`src/rtl/nvram_upload_pkg.sv`:
```
// nvram_upload_pkg: shared state encoding and constants for the NVRAM upload reader.
package nvram_upload_pkg;

    typedef enum logic [2:0] {
        IDLE,
        PAUSE,
        READY,
        FETCH,
        DONE
    } upl_state_t;

    localparam logic [7:0] NVRAM_UPLOAD_INDEX = 8'd4;
    localparam logic [7:0] FILL_BYTE          = 8'hFF;

endpackage

```
`src/rtl/nvram_cksum_acc.sv`:
```
// nvram_cksum_acc: 16-bit wrapping sum of the NVRAM bytes returned during one upload session.
// Built only when NVRAM_UPLOAD_CKSUM_EN is defined.
`ifdef NVRAM_UPLOAD_CKSUM_EN
module nvram_cksum_acc (
    input  logic        clk_i,
    input  logic        btnCpuReset,
    input  logic        clear,
    input  logic        add_en,
    input  logic [7:0]  byte_in,
    output logic [15:0] sum
);

    logic [15:0] r_sum;

    always_ff @(posedge clk_i or negedge btnCpuReset) begin
        if (!btnCpuReset)
            r_sum <= '0;
        else if (clear)
            r_sum <= '0;
        else if (add_en)
            r_sum <= r_sum + {8'h00, byte_in};
    end

    assign sum = r_sum;

endmodule
`endif

```
`src/rtl/nvram_upload_ctrl.sv`:
```
// nvram_upload_ctrl: answers hps_io upload reads with NVRAM bytes while the CPU is held paused.
// Optional NVRAM_UPLOAD_CKSUM_EN returns a 16-bit byte sum at addresses SIZE and SIZE+1.
module nvram_upload_ctrl
    import nvram_upload_pkg::*;
#(
    parameter logic [7:0] INDEX  = NVRAM_UPLOAD_INDEX,
    parameter int         AW     = 6,
    parameter int         RD_LAT = 1
) (
    input  logic          clk_i,
    input  logic          btnCpuReset,
    input  logic          ioctl_upload,
    input  logic [7:0]    ioctl_index,
    input  logic          ioctl_rd,
    input  logic [24:0]   ioctl_addr,
    output logic [7:0]    ioctl_din,
    output logic          ioctl_wait,
    output logic          cpu_pause,
    input  logic          cpu_pause_ack,
    output logic [AW-1:0] ram_addr,
    output logic          ram_rd,
    input  logic [7:0]    ram_q,
    output logic          busy,
    output logic          upload_done
);

    localparam logic [24:0] SIZE = 25'(1) << AW;
    localparam logic [1:0]  LAST = 2'(RD_LAT);

    upl_state_t    r_state;
    upl_state_t    w_next;
    logic [1:0]    r_cnt;
    logic [7:0]    r_din;
    logic [AW-1:0] r_ram_addr;
    logic          w_active;
    logic          w_in_range;
    logic          w_req;
    logic          w_capture;
    logic [7:0]    w_fill;

    assign w_active   = ioctl_upload && (ioctl_index == INDEX);
    assign w_in_range = ioctl_addr < SIZE;
    assign w_req      = (r_state == READY) && w_active && ioctl_rd;
    // a falling session kills the capture so an aborted fetch never lands
    assign w_capture  = (r_state == FETCH) && w_active && (r_cnt == LAST);

`ifdef NVRAM_UPLOAD_CKSUM_EN
    localparam logic [24:0] SIZE_P1 = SIZE + 25'd1;

    logic [15:0] w_sum;

    nvram_cksum_acc u_cksum (
        .clk_i       (clk_i),
        .btnCpuReset (btnCpuReset),
        .clear       ((r_state == IDLE) && w_active),
        .add_en      (w_capture),
        .byte_in     (ram_q),
        .sum         (w_sum)
    );

    assign w_fill = (ioctl_addr == SIZE)    ? w_sum[7:0]  :
                    (ioctl_addr == SIZE_P1) ? w_sum[15:8] : FILL_BYTE;
`else
    assign w_fill = FILL_BYTE;
`endif

    always_ff @(posedge clk_i or negedge btnCpuReset) begin
        if (!btnCpuReset)
            r_state <= IDLE;
        else
            r_state <= w_next;
    end

    always_comb begin
        w_next = r_state;
        case (r_state)
            IDLE:    w_next = w_active ? PAUSE : IDLE;
            PAUSE:   w_next = !w_active ? DONE : cpu_pause_ack ? READY : PAUSE;
            READY:   w_next = !w_active ? DONE : (ioctl_rd && w_in_range) ? FETCH : READY;
            FETCH:   w_next = !w_active ? DONE : (r_cnt == LAST) ? READY : FETCH;
            DONE:    w_next = IDLE;
            default: w_next = IDLE;
        endcase
    end

    always_comb begin
        cpu_pause   = (r_state == PAUSE) || (r_state == READY) || (r_state == FETCH);
        ioctl_wait  = (r_state == PAUSE) || (r_state == FETCH);
        ram_rd      = (r_state == FETCH) && (r_cnt == 2'd0);
        busy        = r_state != IDLE;
        upload_done = r_state == DONE;
    end

    always_ff @(posedge clk_i or negedge btnCpuReset) begin
        if (!btnCpuReset) begin
            r_cnt      <= 2'd0;
            r_din      <= FILL_BYTE;
            r_ram_addr <= '0;
        end else begin
            r_cnt <= (r_state == FETCH) ? r_cnt + 2'd1 : 2'd0;
            if (w_capture)
                r_din <= ram_q;
            else if (w_req && !w_in_range)
                r_din <= w_fill;
            if (w_req && w_in_range)
                r_ram_addr <= ioctl_addr[AW-1:0];
        end
    end

    assign ioctl_din = r_din;
    assign ram_addr  = r_ram_addr;

endmodule

```
`config.mk`:
```
export PLATFORM = sky130hd
export DESIGN_NAME = nvram_upload_ctrl
export DESIGN_NICKNAME = d
export VERILOG_FILES = /design/src/rtl/nvram_upload_pkg.sv /design/src/rtl/nvram_cksum_acc.sv /design/src/rtl/nvram_upload_ctrl.sv
export SDC_FILE = /design/constraint.sdc
export NUM_CORES = 1
export LEC_CHECK = 0
export BUFFER_PORTS_ARGS = -buffer_cell sky130_fd_sc_hd__buf_4
export CAP_MARGIN = 20
export CORE_MARGIN = 5
export CORE_UTILIZATION = 37
export DETAILED_ROUTE_END_ITERATION = 10
export PLACE_DENSITY = 0.85
export SYNTH_ARGS = -nofsm -noshare
export SYNTH_HDL_FRONTEND = slang
export SYNTH_SLANG_ARGS = --single-unit
```
`constraint.sdc`:
```
create_clock -name clk_i -period 1.6 [get_ports clk_i]
set_input_delay 0.16 -clock clk_i [delete_from_list [all_inputs] [get_ports clk_i]]
set_output_delay 0.16 -clock clk_i [all_outputs]
set_load 0.05 [all_outputs]
```
==> flow_summary_export.csv <==
group,metric,value,unit
run_status,status,"completed",
setup_path,crit_required,1.80,ns
grt,grt_overflow,0,
logic_synthesis,synth_nets,129,
power_and_ir_drop,power_switching,0.1851,mW
clock_tree,clockBufferDepth,2,
flow_run,drv_cap,0,
power_and_ir_drop,clockPowerShare,28.7,%
final_layout,area_growth,70.75,%
place,dpl-instance-area,1555,um^2
setup_path,crit_arrival,1.77,ns
logic_synthesis,synthCells,81,
timing,period_minus_slack,1.571,ns
setup_path,crit_type,"reg2reg",
worst_hold_path,hold_class,"in2reg",
timing,relSlewSlack,78.35,%
clock_tree,clkSlewWorstSetupHoldPaths,0.11,ns
power_and_ir_drop,combPwrFrac,14.3,%
timing,finalHoldViolCount,0,
route,dr.first_iter.drc_count,14,
place,hpwl,2262,um
setup_path,crit_chain,"nand4bb_4, nor4_4, and3_4, mux2_4",
die,fp.dieW,61.23,um
route,top_layer,"met4",
place,portBuffers,64,
timing,report.final.slew_viol_count,0,
logic_synthesis,ys_warn_count,0,
route,wl_met1,1086,um
clock_tree,cts_tree,"built",
grt,grt_max_degree,20,
worst_hold_path,hold_depth,2,
logic_synthesis,syn_area,970.9,um^2
final_layout,nets,208,
place,place.gp.congestion,0.7469,
route,dr_total_vias,933,
timing,fmaxAchievable,636.6,MHz
power_and_ir_drop,seq_power_share,57.0,%
power_and_ir_drop,power.leakage,0.8392,nW
die,pin_count,65,
power_and_ir_drop,peakVddDrop,0.0005755,V
final_layout,drive_gt1_share,67.30,%
route,dr.pass1.iters,4,
power_and_ir_drop,swShare,21.90,%
timing,fin_crit_sh,98.18,%
final_layout,stdcell_area,1658,um^2
timing,rsz0062_at_grt,"yes",
timing,fin_skew,0.009348,ns
route,vias_per_cell,4.937,
logic_synthesis,postSynthAreaPerCell,11.99,um^2
timing,worstMarginPinSlew,0.3223,ns
setup_path,cpMaxStageDelayCell,"dfrtp_1",
die,start_util,38.84,%
grt,grtUsageTotal,15.74,%
timing,hold_slack,0.07903,ns
final_layout,diodes,0,
clock_tree,cts_inserted_buffers,3,
clock_tree,clock_tree.root_cell,"clkbuf_4",
timing,tns,0,ns
grt,grt_pass1_wl,4195,um
clock_tree,clk_latency,0.30,ns
power_and_ir_drop,power_density,510.0,nW/um^2
setup_path,rr_worst_depth,4,
route,wl_met2,1452,um
clock_tree,cts_max_level,1,
logic_synthesis,ys_seq_elements,19,
logic_synthesis,seq_area_frac_synth,50.00,%
power_and_ir_drop,p_int,0.6604,mW
logic_synthesis,ys_types,29,
clock_tree,cts.sinks,19,
grt,grt_pass1_vias,926,
die,core_area,2500,um^2
die,die-area,3749,um^2
grt,grt_antenna_before_repair,0,
route,wl_met3,270,um
setup_path,end_kind,"flip-flop",
die,die_h,61.23,um
route,wl_per_cell,15.02,um
route,antenna_left,0,
route,drc,0,
setup_path,critPathLaunchType,"flip-flop",
die,row_count,18,
setup_path,cp_slowest_stage_delay,0.42,ns
timing,setup_viol,0,
setup_path,critPathMaxFanout,6,
route,wl,2838,um
==> Yosys cell counts, drive strengths merged <==
cell type  instances  area (um^2)
and3               4        25.02
a2bb2oi            8        70.07
or2                1        6.260
dfrtp             11        275.3
dfstp              8        210.2
nor3b              1        7.510
nand4bb            1        11.26
mux2               6        90.09
buf                2        22.52
a21oi              2        10.01
nand4b             1        8.760
a21bo              1        10.01
nand4              1        12.51
nor3               3        15.01
or3b               1        8.760
inv                2        7.510
or3                1        6.260
nor2              10        37.54
ha                 2        25.02
and2               1        6.260
and4               1        8.760
or4b               1        13.76
and3b              1        8.760
o21ai              1        5.000
nor4               6        50.04
clkbuf             2        7.510
nor2b              1        6.260
nand3              1        5.000
==> final cells by class <==
class / instances / area [um^2]
fillers: 191 / 842.1
clock inverters: 1 / 5.005
inverters: 2 / 7.507
clock buffers: 3 / 22.52
repair buffers: 78 / 606.8
multi-input cells: 56 / 493.0
flip-flops and latches: 19 / 485.5
well taps: 30 / 37.54
==> path summary, 6_finish.rpt <==
path / startpoint / endpoint / slack, ns
min reg2reg: ioctl_din[7] / ioctl_din[7] / 0.53
min in group asynchronous: btnCpuReset / r_state[0] / 0.25
min: ioctl_addr[1] / ram_addr[1] / 0.08
max: r_state[0] / ram_addr[2] / 0.03
max in group asynchronous: btnCpuReset / ioctl_din[5] / 1.08
max reg2reg: r_state[0] / ram_addr[2] / 0.03
==> registers in the layout, indices dropped and copies added (netlist names) <==
signal and cells:
ram_addr 6, r_cnt 2, r_state 3, ioctl_din 8
==> critical path: cells and delay by family, from the launching register on <==
family | cells | cell delay, ns
muxes | 1 | 0.32
and+or+nand+nor | 3 | 0.73
DFF | 1 | 0.42
==> cell usage in the layout, fill, tap and decap left out <==
cell type / n
nand4_2: 1
nor4_1: 4
nor3b_1: 1
nand4bb_4: 1
and2_1: 1
buf_4: 73
clkbuf_4: 3
nand3_1: 1
and3_4: 1
a21bo_2: 1
nor2_1: 9
or3b_2: 1
dfstp_2: 8
and3b_1: 1
and3_1: 3
or3_4: 1
a2bb2oi_1: 8
or4b_4: 1
buf_8: 1
a21oi_1: 2
nor2_2: 1
ha_1: 2
o21ai_0: 1
nor4_4: 1
and4_1: 1
clkinv_2: 1
buf_6: 3
inv_1: 2
or2_2: 1
dfrtp_1: 11
nor4_2: 1
nor3_1: 3
nand4b_1: 1
nor2b_4: 1
dlygate4sd3_1: 1
mux2_4: 6
==> stage by stage <==
stage | instances | power, mW | utilization, % | setup WS (ns)
finish | 189 | 0.8455 | 66.32 | 0.02915
CTS | 185 | 0.8533 | 64.71 | -0.008018
floorplan | 81 | 0.5086 | - | -0.1272
global placement | 180 | 0.6053 | 62.21 | -0.2767
detailed placement | 180 | 0.6090 | 62.21 | -0.3158
global route | 189 | 0.8870 | 66.32 | -0.02834
==> what timing repair did <==
item	in CTS	in global routing
hold buffers	1	0
resized for setup	3	6
hold endpoints to repair	19	0
setup buffers	0	5
endpoints found under the setup margin	7	9
==> cell families after synthesis <==
kind of cell	share of synthesized area, %
AND/OR/NAND/NOR	24.48
AO/OA/AOI/OAI	9.794
multiplexers	9.279
buffers and inverters	3.866
adder cells (fa/ha/maj)	2.577
flip-flops	50.00
==> routing by layer <==
metal | GRT usage (%) | vias to the layer above
li1 | - | 460
met1 | 17.71 | 432
met2 | 28.10 | 37
met3 | 5.241 | 4
met4 | 4.644 | 0
met5 | 0 | -
==> power groups by stage <==
stage / combinational, mW / clock [mW] / sequential (mW)
CTS: 0.122 / 0.249 / 0.482
global placement: 0.115 / 0 / 0.490
finish: 0.121 / 0.242 / 0.482
floorplan: 0.0166 / 0 / 0.492
global route: 0.132 / 0.273 / 0.482
detailed placement: 0.118 / 0 / 0.490
(Power assumes the default switching activity.)
